## config.mk

```make
export PLATFORM = sky130hd
export DESIGN_NAME = bp_io_req_arbiter
export DESIGN_NICKNAME = d
export VERILOG_FILES = /design/src/rtl/bp_io_req_arbiter.sv
export SDC_FILE = /design/constraint.sdc
export NUM_CORES = 1
export LEC_CHECK = 0
export ABC_AREA = 1
export BUFFER_PORTS_ARGS = -buffer_cell sky130_fd_sc_hd__buf_2
export CAP_MARGIN = 20
export CORE_AREA = 2 2 155 157
export DETAILED_ROUTE_END_ITERATION = 7
export DIE_AREA = 0 0 157 159
export SYNTH_ARGS = -nofsm -noshare
export SYNTH_HDL_FRONTEND = slang
export SYNTH_SLANG_ARGS = --single-unit
```

## constraint.sdc

```tcl
create_clock -name clk_i -period 3.6 [get_ports clk_i]
set_input_delay 0.72 -clock clk_i [delete_from_list [all_inputs] [get_ports clk_i]]
set_output_delay 0.72 -clock clk_i [all_outputs]
set_load 0.03 [all_outputs]
```

## src/rtl/bp_io_req_arbiter.sv

```systemverilog
// bp_io_req_arbiter
// Round-robin arbiter that funnels several BedRock burst LCE-request sources
// into one uncached IO request path. Multi-beat bursts are atomic: once the
// first beat of a burst is accepted, the grant stays with that requester
// until its last beat.
// Optional feature macro: BP_IO_ARB_CREDIT_EN enables a credit counter that
// bounds in-flight IO requests. Credits are returned by cmd_done_i. When the
// macro is undefined, credits are always available and cmd_done_i is ignored.
module bp_io_req_arbiter #(
    parameter int num_req_p         = 2,
    parameter int header_width_p    = 64,
    parameter int data_width_p      = 64,
    parameter int max_outstanding_p = 4
) (
    input  logic                                   clk_i,
    input  logic                                   reset_n_i,
    input  logic [num_req_p*header_width_p-1:0]    req_header_i,
    input  logic [num_req_p*data_width_p-1:0]      req_data_i,
    input  logic [num_req_p-1:0]                   req_v_i,
    input  logic [num_req_p-1:0]                   req_last_i,
    output logic [num_req_p-1:0]                   req_ready_and_o,
    output logic [header_width_p-1:0]              arb_header_o,
    output logic [data_width_p-1:0]                arb_data_o,
    output logic                                   arb_v_o,
    output logic                                   arb_last_o,
    input  logic                                   arb_ready_and_i,
    output logic [$clog2(num_req_p)-1:0]           grant_id_o,
    input  logic                                   cmd_done_i,
    output logic [$clog2(max_outstanding_p+1)-1:0] credits_o
);

    localparam int id_w   = $clog2(num_req_p);
    localparam int cred_w = $clog2(max_outstanding_p + 1);
    localparam logic [cred_w-1:0] max_cred = cred_w'(max_outstanding_p);

    typedef enum logic {e_idle, e_burst} state_e;

    state_e          state, state_n;
    logic [id_w-1:0] rr_ptr;
    logic [id_w-1:0] lock_id;
    logic [id_w-1:0] winner;
    logic [id_w-1:0] sel_id;
    logic            any_v;
    logic            credit_ok;
    logic            hs;
    logic            first_hs;
    int              idx;

    // Round-robin pick: first asserted requester after rr_ptr, wrapping around.
    always_comb begin
        winner = rr_ptr;
        any_v  = 1'b0;
        idx    = 0;
        for (int k = num_req_p; k >= 1; k--) begin
            idx = int'(rr_ptr) + k;
            if (idx >= num_req_p) idx = idx - num_req_p;
            if (req_v_i[id_w'(idx)]) begin
                winner = id_w'(idx);
                any_v  = 1'b1;
            end
        end
    end

    // While a burst is in progress the mux is pinned to its owner.
    assign sel_id       = (state == e_burst) ? lock_id : winner;
    assign arb_header_o = req_header_i[sel_id*header_width_p +: header_width_p];
    assign arb_data_o   = req_data_i[sel_id*data_width_p +: data_width_p];
    assign arb_last_o   = req_last_i[sel_id];
    assign grant_id_o   = sel_id;

    assign hs       = arb_v_o & arb_ready_and_i;
    assign first_hs = hs & (state == e_idle);

    // Valid/ready toward the winner; both forced low while reset is held.
    always_comb begin
        arb_v_o         = 1'b0;
        req_ready_and_o = '0;
        if (reset_n_i) begin
            if (state == e_burst) begin
                arb_v_o                  = req_v_i[lock_id];
                req_ready_and_o[lock_id] = arb_ready_and_i;
            end else if (any_v) begin
                arb_v_o                 = credit_ok;
                req_ready_and_o[winner] = arb_ready_and_i & credit_ok;
            end
        end
    end

    // Next state: lock on a non-last first beat, unlock on the last beat.
    always_comb begin
        state_n = state;
        case (state)
            e_idle:  if (hs && !arb_last_o) state_n = e_burst;
            e_burst: if (hs && arb_last_o)  state_n = e_idle;
        endcase
    end

    // State register; reset abandons any partial burst.
    always_ff @(posedge clk_i or negedge reset_n_i) begin
        if (!reset_n_i) state <= e_idle;
        else            state <= state_n;
    end

    // Priority pointer and burst owner are captured on each first beat.
    always_ff @(posedge clk_i or negedge reset_n_i) begin
        if (!reset_n_i) begin
            rr_ptr  <= id_w'(num_req_p - 1);
            lock_id <= '0;
        end else if (first_hs) begin
            rr_ptr <= winner;
            if (!arb_last_o) lock_id <= winner;
        end
    end

`ifdef BP_IO_ARB_CREDIT_EN
    logic [cred_w-1:0] credits;

    // One credit per message taken on its first beat, returned on completion.
    always_ff @(posedge clk_i or negedge reset_n_i) begin
        if (!reset_n_i)
            credits <= max_cred;
        else if (first_hs && !cmd_done_i)
            credits <= credits - cred_w'(1);
        else if (cmd_done_i && !first_hs && credits != max_cred)
            credits <= credits + cred_w'(1);
    end

    assign credit_ok = (credits != '0);
    assign credits_o = credits;

`ifndef SYNTHESIS
    // A completion with every credit already free means upstream lost track.
    always @(posedge clk_i) begin
        if (reset_n_i && cmd_done_i && !first_hs) assert (credits != max_cred);
    end
`endif
`else
    logic unused_cmd_done;

    assign credit_ok       = 1'b1;
    assign credits_o       = max_cred;
    assign unused_cmd_done = cmd_done_i;
`endif

endmodule
```

==> metrics.cfg, run 1 <==
[outcome]
outcome=complete, no violations

[power_and_ir_drop]
vdd.ir_drop.worst_v=0.000793
combPwrFrac_pct=94.7
p_sw_uw=3370
power_density_nw_per_um2=1080
power_leakage_uw=0.00292
clkPwrFrac_pct=3.8
power_frac_seq_pct=1.5
total_power_uw=4740
p_int_uw=1370
power_switching_share_pct=71.1

[sta]
worst_slew_margin_rel_pct=56.7
setup_viol=0
worst-slew-pin-transition_ns=0.650
finalSetupTns_ns=0
final.period_utilization_pct=80.6
timing_max_transition_violations_final=0
timing.final.crit_period_ns=2.90
skew_ns=0.00173
rsz_0062_raised_after_global_routing=false
finalHoldViolations=0
timing.fmax_mhz=345

[detailed_routing]
drtIter0Drc=255
vias=4361
route.final.wire_length_mm=13.3
drtPass1Iterations=5
wire_per_inst_um=11.6
drt-vias-per-instance=3.80
post-route-drc-count=0
antenna_violating_nets_post_route=0

[synthesis]
synth-seq-cells=3
syn-mean-instance-area_um2=4.62
post_synth_inst_count=468
synth-seq-area-share_pct=3.53
yosysTopAreaCellShare_pct=46.5
post_synth_num_cell_types=18
synth_area_leaders=sky130_fd_sc_hd__nand2_1 (47%), sky130_fd_sc_hd__nand3_1 (31%), sky130_fd_sc_hd__buf_6 (7.3%), sky130_fd_sc_hd__buf_2 (3.7%), sky130_fd_sc_hd__dfrtp_1 (2.3%)
netlist.top_cell.by_area=sky130_fd_sc_hd__nand2_1
syn_area_um2=2160
yosysWarningCount=0

[clock_tree]
cts_tree=built
cts-root-buf=sky130_fd_sc_hd__clkbuf_16
clkTransAtPathRegs_ns=0.03
cts_hold_buf=0
cts_buffer_depth=2
clock_sinks=3
clk-insertion-delay-late_ns=0.23
cts_post_setup_buffers_inserted=0
cts_max_level=1
numCtsBuffers=3
cts_resized=0

[worst_setup_path]
critical_path_arrival_ns=2.18
path_class=in2out
cpMaxStageDelayCell=sky130_fd_sc_hd__buf_12
worst_setup_path_end_kind=output port
critical_path_startpoint_category=input port
cp_common_cell=sky130_fd_sc_hd__nand2_1
slowest_delay_ns=0.36
path_cells=buf_2 -> nand2_1 -> nand3_4 -> nand2_4 -> buf_12 -> nand2_1 -> nand2_1 -> buf_2
worstPathMaxFanout=130
cp.required_ns=2.88

[placement]
numPortBuffers=395
postPlaceCellArea_um2=4320
final_replace_weighted_congestion=0.831
dpl.cell_count=1143
dp_hpwl_mm=10.6

[grt]
grt_antenna_before_repair=0
grt-ovfl-total=0
globalRouteTotalUtil_pct=9.30
first_global_vias=3876
grt_pass1_wl_mm=18.9
grt_start_max_net_pins=131

[floorplanning]
io-pin-count=400
core.rowCount=56
chipWidth_um=157
start_util_pct=9.32
fp.dieH_um=159
core_area_um2=23200
floorplan.die_area_um2=25000

[min_path]
min-delay-path-class=in2async

[finish]
post_layout_nonfiller_instances=1147
layout-area-overhead-vs-synth_pct=103
final_design_instance_area_without_fill_um2=4400
final_layout_size_suffix_gt1_share_pct=49.4
insertedDiodeCount=0
number_of_nets_in_the_final_layout=1093
fillCellCount=2672

[flow_run]
max-cap-violations=0

-- through the flow --
stage	hold slack, ns	setup WS [ns]	utilization [%]
2_1_floorplan	0.424	1.29	-
3_3_place_gp	0.518	0.716	18.6
3_5_place_dp	0.520	0.708	18.6
4_1_cts	0.312	0.705	19.0
5_1_grt	0.315	0.580	19.0
6_report	0.312	0.698	19.0
-- synth_stat cells (all sizes together) --
| library cell | count |
|---|---|
| nand2 | 271 |
| a211oi | 1 |
| a21oi | 2 |
| buf | 34 |
| o22ai | 1 |
| clkbuf | 11 |
| nand3 | 134 |
| dfstp | 1 |
| nand4 | 1 |
| dfrtp | 2 |
| inv | 7 |
| o21ai | 1 |
| conb | 2 |
-- worst paths after layout --
path                            start                          to  slack [ns]  cells after the start
max                        req_v_i[0]             arb_header_o[0]        0.70                      8
min                         reset_n_i  asynchronous set/reset pin        0.31                      1
max reg2reg                    rr_ptr                   flip-flop        1.80                      8
min reg2reg                   lock_id                     lock_id        0.52                      2
max in group asynchronous   reset_n_i                      rr_ptr        3.07                      1
min in group clk_i            lock_id                     lock_id        0.52                      2
-- cells in the final DEF, fill, tap and decap left out, types with 2 or more instances in the layout --
cell type and n:
sky130_fd_sc_hd__inv_1 6, sky130_fd_sc_hd__nand3_1 133, sky130_fd_sc_hd__buf_4 2, sky130_fd_sc_hd__clkbuf_16 3, sky130_fd_sc_hd__buf_12 3, sky130_fd_sc_hd__nand2_1 268, sky130_fd_sc_hd__a21oi_1 2, sky130_fd_sc_hd__buf_2 395
sky130_fd_sc_hd__dfrtp_1 2, sky130_fd_sc_hd__nand2_4 2, sky130_fd_sc_hd__conb_1 3
-- cells by family after synthesis --
| group | after synthesis | share of synthesized area, % |
|---|---|---|
| compound gates | 5 | 1.33 |
| simple gates | 406 | 79.3 |
| buf+inv | 52 | 15.5 |
| flops | 3 | 3.53 |
| other cells | 2 | 0.347 |
-- power groups by stage --
stage	Sequential [µW]	Clock, µW	Combinational (µW)
after floorplan	64.7	0	3370
after global placement	71.0	0	4500
after detailed placement	71.8	0	4520
after CTS	71.6	181	4530
after global routing	74.2	183	4840
final	70.9	180	4490
-- metal layers --
metal	wire length [µm]	global-route usage (%)	vias up	part of all wire, %
li1	-	-	2213	-
met1	5560	11.0	1882	42
met2	6600	18.2	259	49
met3	1100	0.789	7	8.3
met4	72	1.17	0	0.54
met5	0	0	-	0
-- cell type report --
cell class | count | area, µm² | share of cell area [%]
inverter | 7 | 26.3 | 0.598
timing repair buffer | 400 | 2050 | 46.7
clock buffer | 4 | 78.8 | 1.79
multi-input combinational | 414 | 1760 | 40.1
tap | 319 | 399 | 9.08
sequential | 3 | 76.3 | 1.74
-- worst max-delay path: cells and delay by family --
kind                   cells  cell delay [ns]
buffers and inverters      3             0.70
AND/OR/NAND/NOR            5             0.56
No activity file was read; power rests on OpenSTA's default activity.
==> run 2, diff against run 1 <==
--- a/config.mk
+++ b/config.mk
@@ -8,9 +8,9 @@
 export ABC_AREA = 1
 export BUFFER_PORTS_ARGS = -buffer_cell sky130_fd_sc_hd__buf_2
 export CAP_MARGIN = 20
-export CORE_AREA = 2 2 155 157
+export CORE_AREA = 2 2 156 158
 export DETAILED_ROUTE_END_ITERATION = 7
-export DIE_AREA = 0 0 157 159
+export DIE_AREA = 0 0 158 160
 export SYNTH_ARGS = -nofsm -noshare
 export SYNTH_HDL_FRONTEND = slang
 export SYNTH_SLANG_ARGS = --single-unit
==> constraint.sdc (replaced) <==
create_clock -name clk_i -period 2.6 [get_ports clk_i]
set_input_delay 0.52 -clock clk_i [delete_from_list [all_inputs] [get_ports clk_i]]
set_output_delay 0.52 -clock clk_i [all_outputs]
set_load 0.03 [all_outputs]
==> metrics.cfg, run 2 (same netlist as run 1, synthesis figures left out) <==
[grt]
grt-ovfl-total=0
grt_start_max_net_pins=68
grt_antenna_before_repair=0
first_global_vias=3620
grt_pass1_wl_mm=17.8
globalRouteTotalUtil_pct=8.57

[worst_setup_path]
cp.required_ns=2.08
worst_setup_path_end_kind=output port
r2r_cells=8
critical_path_arrival_ns=1.87
critical_path_startpoint_category=flip-flop
path_class=reg2out
worstPathMaxFanout=67

[detailed_routing]
drtPass1Iterations=5
antenna_violating_nets_post_route=0
post-route-drc-count=0
drtIter0Drc=260
route.final.wire_length_mm=12.8
vias=4342
wire_per_inst_um=11.1
drt-vias-per-instance=3.76

[clock_tree]
cts_hold_buf=0
clkTransAtPathRegs_ns=0.03
cts_buffer_depth=2
cts_tree=built
cts_resized=0
numCtsBuffers=3
cts_max_level=1
clock_sinks=3
clk-insertion-delay-late_ns=0.23
cts_post_setup_buffers_inserted=0
cts-root-buf=sky130_fd_sc_hd__clkbuf_16

[finish]
final_layout_size_suffix_gt1_share_pct=49.6
number_of_nets_in_the_final_layout=1097
insertedDiodeCount=0
most_used_cells_in_the_layout_excluding_fill_and_tap_cells=sky130_fd_sc_hd__buf_2 (395), sky130_fd_sc_hd__nand2_1 (268), sky130_fd_sc_hd__nand3_1 (133)
mostFrequentLayoutCell=sky130_fd_sc_hd__buf_2
layout-area-overhead-vs-synth_pct=107

[floorplanning]
core.rowCount=57
core_area_um2=23800
chipWidth_um=158
fp.dieH_um=160
start_util_pct=9.08
floorplan.die_area_um2=25300
io-pin-count=400

[min_path]
min-delay-path-class=in2async

[sta]
timing.final.crit_period_ns=2.39
finalSetupTns_ns=0
finalHoldViolations=0
setup_viol=0
rsz_0062_raised_after_global_routing=false
holdWs_ns=0.103
skew_ns=0.00229
final.period_utilization_pct=92.0
timing_max_transition_violations_final=0
timing.fmax_mhz=418

[placement]
dp_hpwl_mm=10.6
final_replace_weighted_congestion=0.762
numPortBuffers=395

[power_and_ir_drop]
total_power_uw=6670
power_density_nw_per_um2=1490
vdd.ir_drop.worst_v=0.000772
power_leakage_uw=0.00295

[outcome]
outcome=complete, no violations

[flow_run]
max-cap-violations=0

run 2: changes by cell type in the layout (fill, tap and decap cells not counted):
cell                     delta
sky130_fd_sc_hd__buf_12     +3
sky130_fd_sc_hd__buf_4      +1
run 2: worst max-delay path: stages, from the launching register on:
cell and delay (ns):
sky130_fd_sc_hd__dfstp_2 0.53, sky130_fd_sc_hd__inv_1 0.08, sky130_fd_sc_hd__nand2_2 0.09, sky130_fd_sc_hd__nand3_4 0.11, sky130_fd_sc_hd__nand2_4 0.11, sky130_fd_sc_hd__buf_12 0.25
sky130_fd_sc_hd__nand2_1 0.12, sky130_fd_sc_hd__nand2_1 0.09, sky130_fd_sc_hd__buf_2 0.20
run 2: path summary, 6_finish.rpt:
check                      slack [ns]                          to      start
hold reg to reg                  0.52                     lock_id    lock_id
max in group asynchronous        2.28                      rr_ptr  reset_n_i
setup / recovery                 0.21            arb_header_o[35]     rr_ptr
setup reg to reg                 0.99                   flip-flop     rr_ptr
min in group clk_i               0.52                     lock_id    lock_id
hold / removal                   0.10  asynchronous set/reset pin  reset_n_i
run 2: cell type report:
| class | instances | area, µm² |
|---|---|---|
| fillers | 2844 | 19300 |
| well taps | 324 | 405 |
| repair buffers | 404 | 2120 |
| inverters | 7 | 26.3 |
| multi-input cells | 414 | 1760 |
| flip-flops and latches | 3 | 76.3 |
| clock buffers | 4 | 78.8 |
run 2: through the flow:
stage | instances | setup WS, ns | util [%] | instance area, µm²
global route | 1156 | 0.0724 | 18.8 | 4470
CTS | 1156 | 0.183 | 18.8 | 4470
finish | 1156 | 0.207 | 18.8 | 4470
floorplan | 469 | 0.668 | - | 2170
detailed placement | 1152 | 0.315 | 18.4 | 4390
global placement | 1152 | 0.316 | 18.4 | 4390
run 2: per-layer routing:
| metal | share of wire (%) | up-vias | global-route usage, % | routed length, µm |
|---|---|---|---|---|
| met1 | 42 | 1893 | 10.6 | 5330 |
| met4 | 0.23 | 0 | 0.737 | 29 |
| met5 | 0 | - | 0 | 0 |
| li1 | - | 2219 | - | - |
| met2 | 50 | 227 | 16.3 | 6350 |
| met3 | 8.6 | 3 | 0.868 | 1100 |
run 2: power breakdown:
group	switching (µW)	total, µW	internal, µW
logic	4610	6330	1720
clock network	46.3	249	203
registers	24.3	99.6	75.4
==> run 3, diff against run 2 <==
--- a/config.mk
+++ b/config.mk
@@ -11,6 +11,7 @@
 export CORE_AREA = 2 2 156 158
 export DETAILED_ROUTE_END_ITERATION = 7
 export DIE_AREA = 0 0 158 160
+export RECOVER_POWER = 50
 export SYNTH_ARGS = -nofsm -noshare
 export SYNTH_HDL_FRONTEND = slang
 export SYNTH_SLANG_ARGS = --single-unit
==> metrics.cfg, run 3 (same netlist as run 1, synthesis figures left out) <==
[outcome]
outcome=complete, no violations

[sta]
finalHoldViolations=0
rsz_0062_raised_after_global_routing=false
timing.fmax_mhz=411
final.period_utilization_pct=93.7
finalSetupTns_ns=0
timing_max_transition_violations_final=0
setup_viol=0
timing.final.crit_period_ns=2.44
skew_ns=0.00224

[power_and_ir_drop]
p_int_uw=1910
combPwrFrac_pct=94.8
vdd.ir_drop.worst_v=0.000759
power_frac_seq_pct=1.4
clkPwrFrac_pct=3.8
p_sw_uw=4690
power_density_nw_per_um2=1490
power_switching_share_pct=71.0
power_leakage_uw=0.00286

[floorplanning]
floorplan.die_area_um2=25300
core_area_um2=23800
chipWidth_um=158
start_util_pct=9.08
io-pin-count=400
core.rowCount=57
fp.dieH_um=160

[detailed_routing]
vias=4327
post-route-drc-count=0
drtIter0Drc=272
wire_per_inst_um=11.1
antenna_violating_nets_post_route=0
route.final.wire_length_mm=12.8
drtPass1Iterations=4
drt-vias-per-instance=3.74

[grt]
grt_antenna_before_repair=0
grt_pass1_wl_mm=17.8
first_global_vias=3620
grt-ovfl-total=0
globalRouteTotalUtil_pct=8.57
grt_start_max_net_pins=68

[finish]
final_design_instance_area_without_fill_um2=4430
insertedDiodeCount=0
fillCellCount=2872
multi_input_area_um2=1760
most_used_cells_in_the_layout_excluding_fill_and_tap_cells=sky130_fd_sc_hd__buf_2 (334), sky130_fd_sc_hd__nand2_1 (269), sky130_fd_sc_hd__nand3_1 (133)
final_layout_size_suffix_gt1_share_pct=45.9
flip_flop_and_latch_area_um2=76.3
mostFrequentLayoutCell=sky130_fd_sc_hd__buf_2
number_of_nets_in_the_final_layout=1097
layout-area-overhead-vs-synth_pct=105
postLayoutCoreUtil_pct=18.6

[clock_tree]
clkTransAtPathRegs_ns=0.03
cts_post_setup_buffers_inserted=0
clock_sinks=3
cts_buffer_depth=2
cts_resized=0
cts-root-buf=sky130_fd_sc_hd__clkbuf_16
cts_hold_buf=0
clk-insertion-delay-late_ns=0.23
cts_tree=built
numCtsBuffers=3
cts_max_level=1

[placement]
numPortBuffers=395
final_replace_weighted_congestion=0.762
dp_hpwl_mm=10.6
postPlaceCellArea_um2=4390

[worst_setup_path]
worst_setup_path_end_kind=output port
path_cells=inv_1 -> nand2_2 -> nand3_4 -> nand2_4 -> buf_12 -> nand2_1 -> nand2_1 -> clkbuf_1
path_class=reg2out
critical_path_startpoint_category=flip-flop
setup.reg_to_reg.worst_slack_ns=0.97
cpMaxStageDelayCell=sky130_fd_sc_hd__dfstp_2
cp.required_ns=2.08
worstPathMaxFanout=63
slowest_delay_ns=0.53
cp_common_cell=sky130_fd_sc_hd__nand2_1
critical_path_arrival_ns=1.92

[min_path]
min-delay-path-class=in2async

[flow_run]
max-cap-violations=0

[run 3: metal layers]
| layer | vias up | share of wire (%) | global-route usage [%] |
|---|---|---|---|
| met3 | 5 | 8.7 | 0.868 |
| met1 | 1871 | 42 | 10.6 |
| met4 | 0 | 0.26 | 0.737 |
| met5 | - | 0 | 0 |
| met2 | 232 | 49 | 16.3 |
| li1 | 2219 | - | - |
[run 3: critical path: cells and delay by family, from the launching register on]
kind	cells	cell delay, ns
buf+inv	3	0.64
flops	1	0.53
simple gates	5	0.47
[run 3: through the flow]
| step | hold slack, ns | std cells | total power (µW) | setup WS [ns] |
|---|---|---|---|---|
| floorplan | 0.224 | 469 | 4760 | 0.668 |
| global placement | 0.339 | 1152 | 6450 | 0.316 |
| detailed placement | 0.340 | 1152 | 6460 | 0.315 |
| CTS | 0.101 | 1156 | 6730 | 0.183 |
| global route | 0.163 | 1156 | 7110 | 0.0511 |
| finish | 0.147 | 1156 | 6600 | 0.165 |
[run 3: path summary, 6_finish.rpt]
kind	from	endpoint	cells after the start
min in group clk_i	lock_id	lock_id	2
worst min register to register	lock_id	lock_id	2
max in group asynchronous	reset_n_i	rr_ptr	1
worst max register to register	rr_ptr	flip-flop	8
worst min-delay path	reset_n_i	asynchronous set/reset pin	1
worst max-delay path	rr_ptr	arb_header_o[26]	8
[run 3: layout make-up]
| type | count | share of cell area, % |
|---|---|---|
| well taps | 324 | 9.16 |
| multi-input cells | 414 | 39.7 |
| repair buffers | 404 | 47.0 |
| inverters | 7 | 0.594 |
| flip-flops and latches | 3 | 1.72 |
| clock buffers | 4 | 1.78 |
[run 3: power groups by stage]
stage | logic [µW] | registers (µW) | clock network, µW
after floorplan | 4670 | 89.6 | 0
after global placement | 6350 | 98.8 | 0
after detailed placement | 6360 | 99.2 | 0
after CTS | 6380 | 98.9 | 254
after global routing | 6760 | 95.7 | 258
final | 6260 | 92.3 | 249
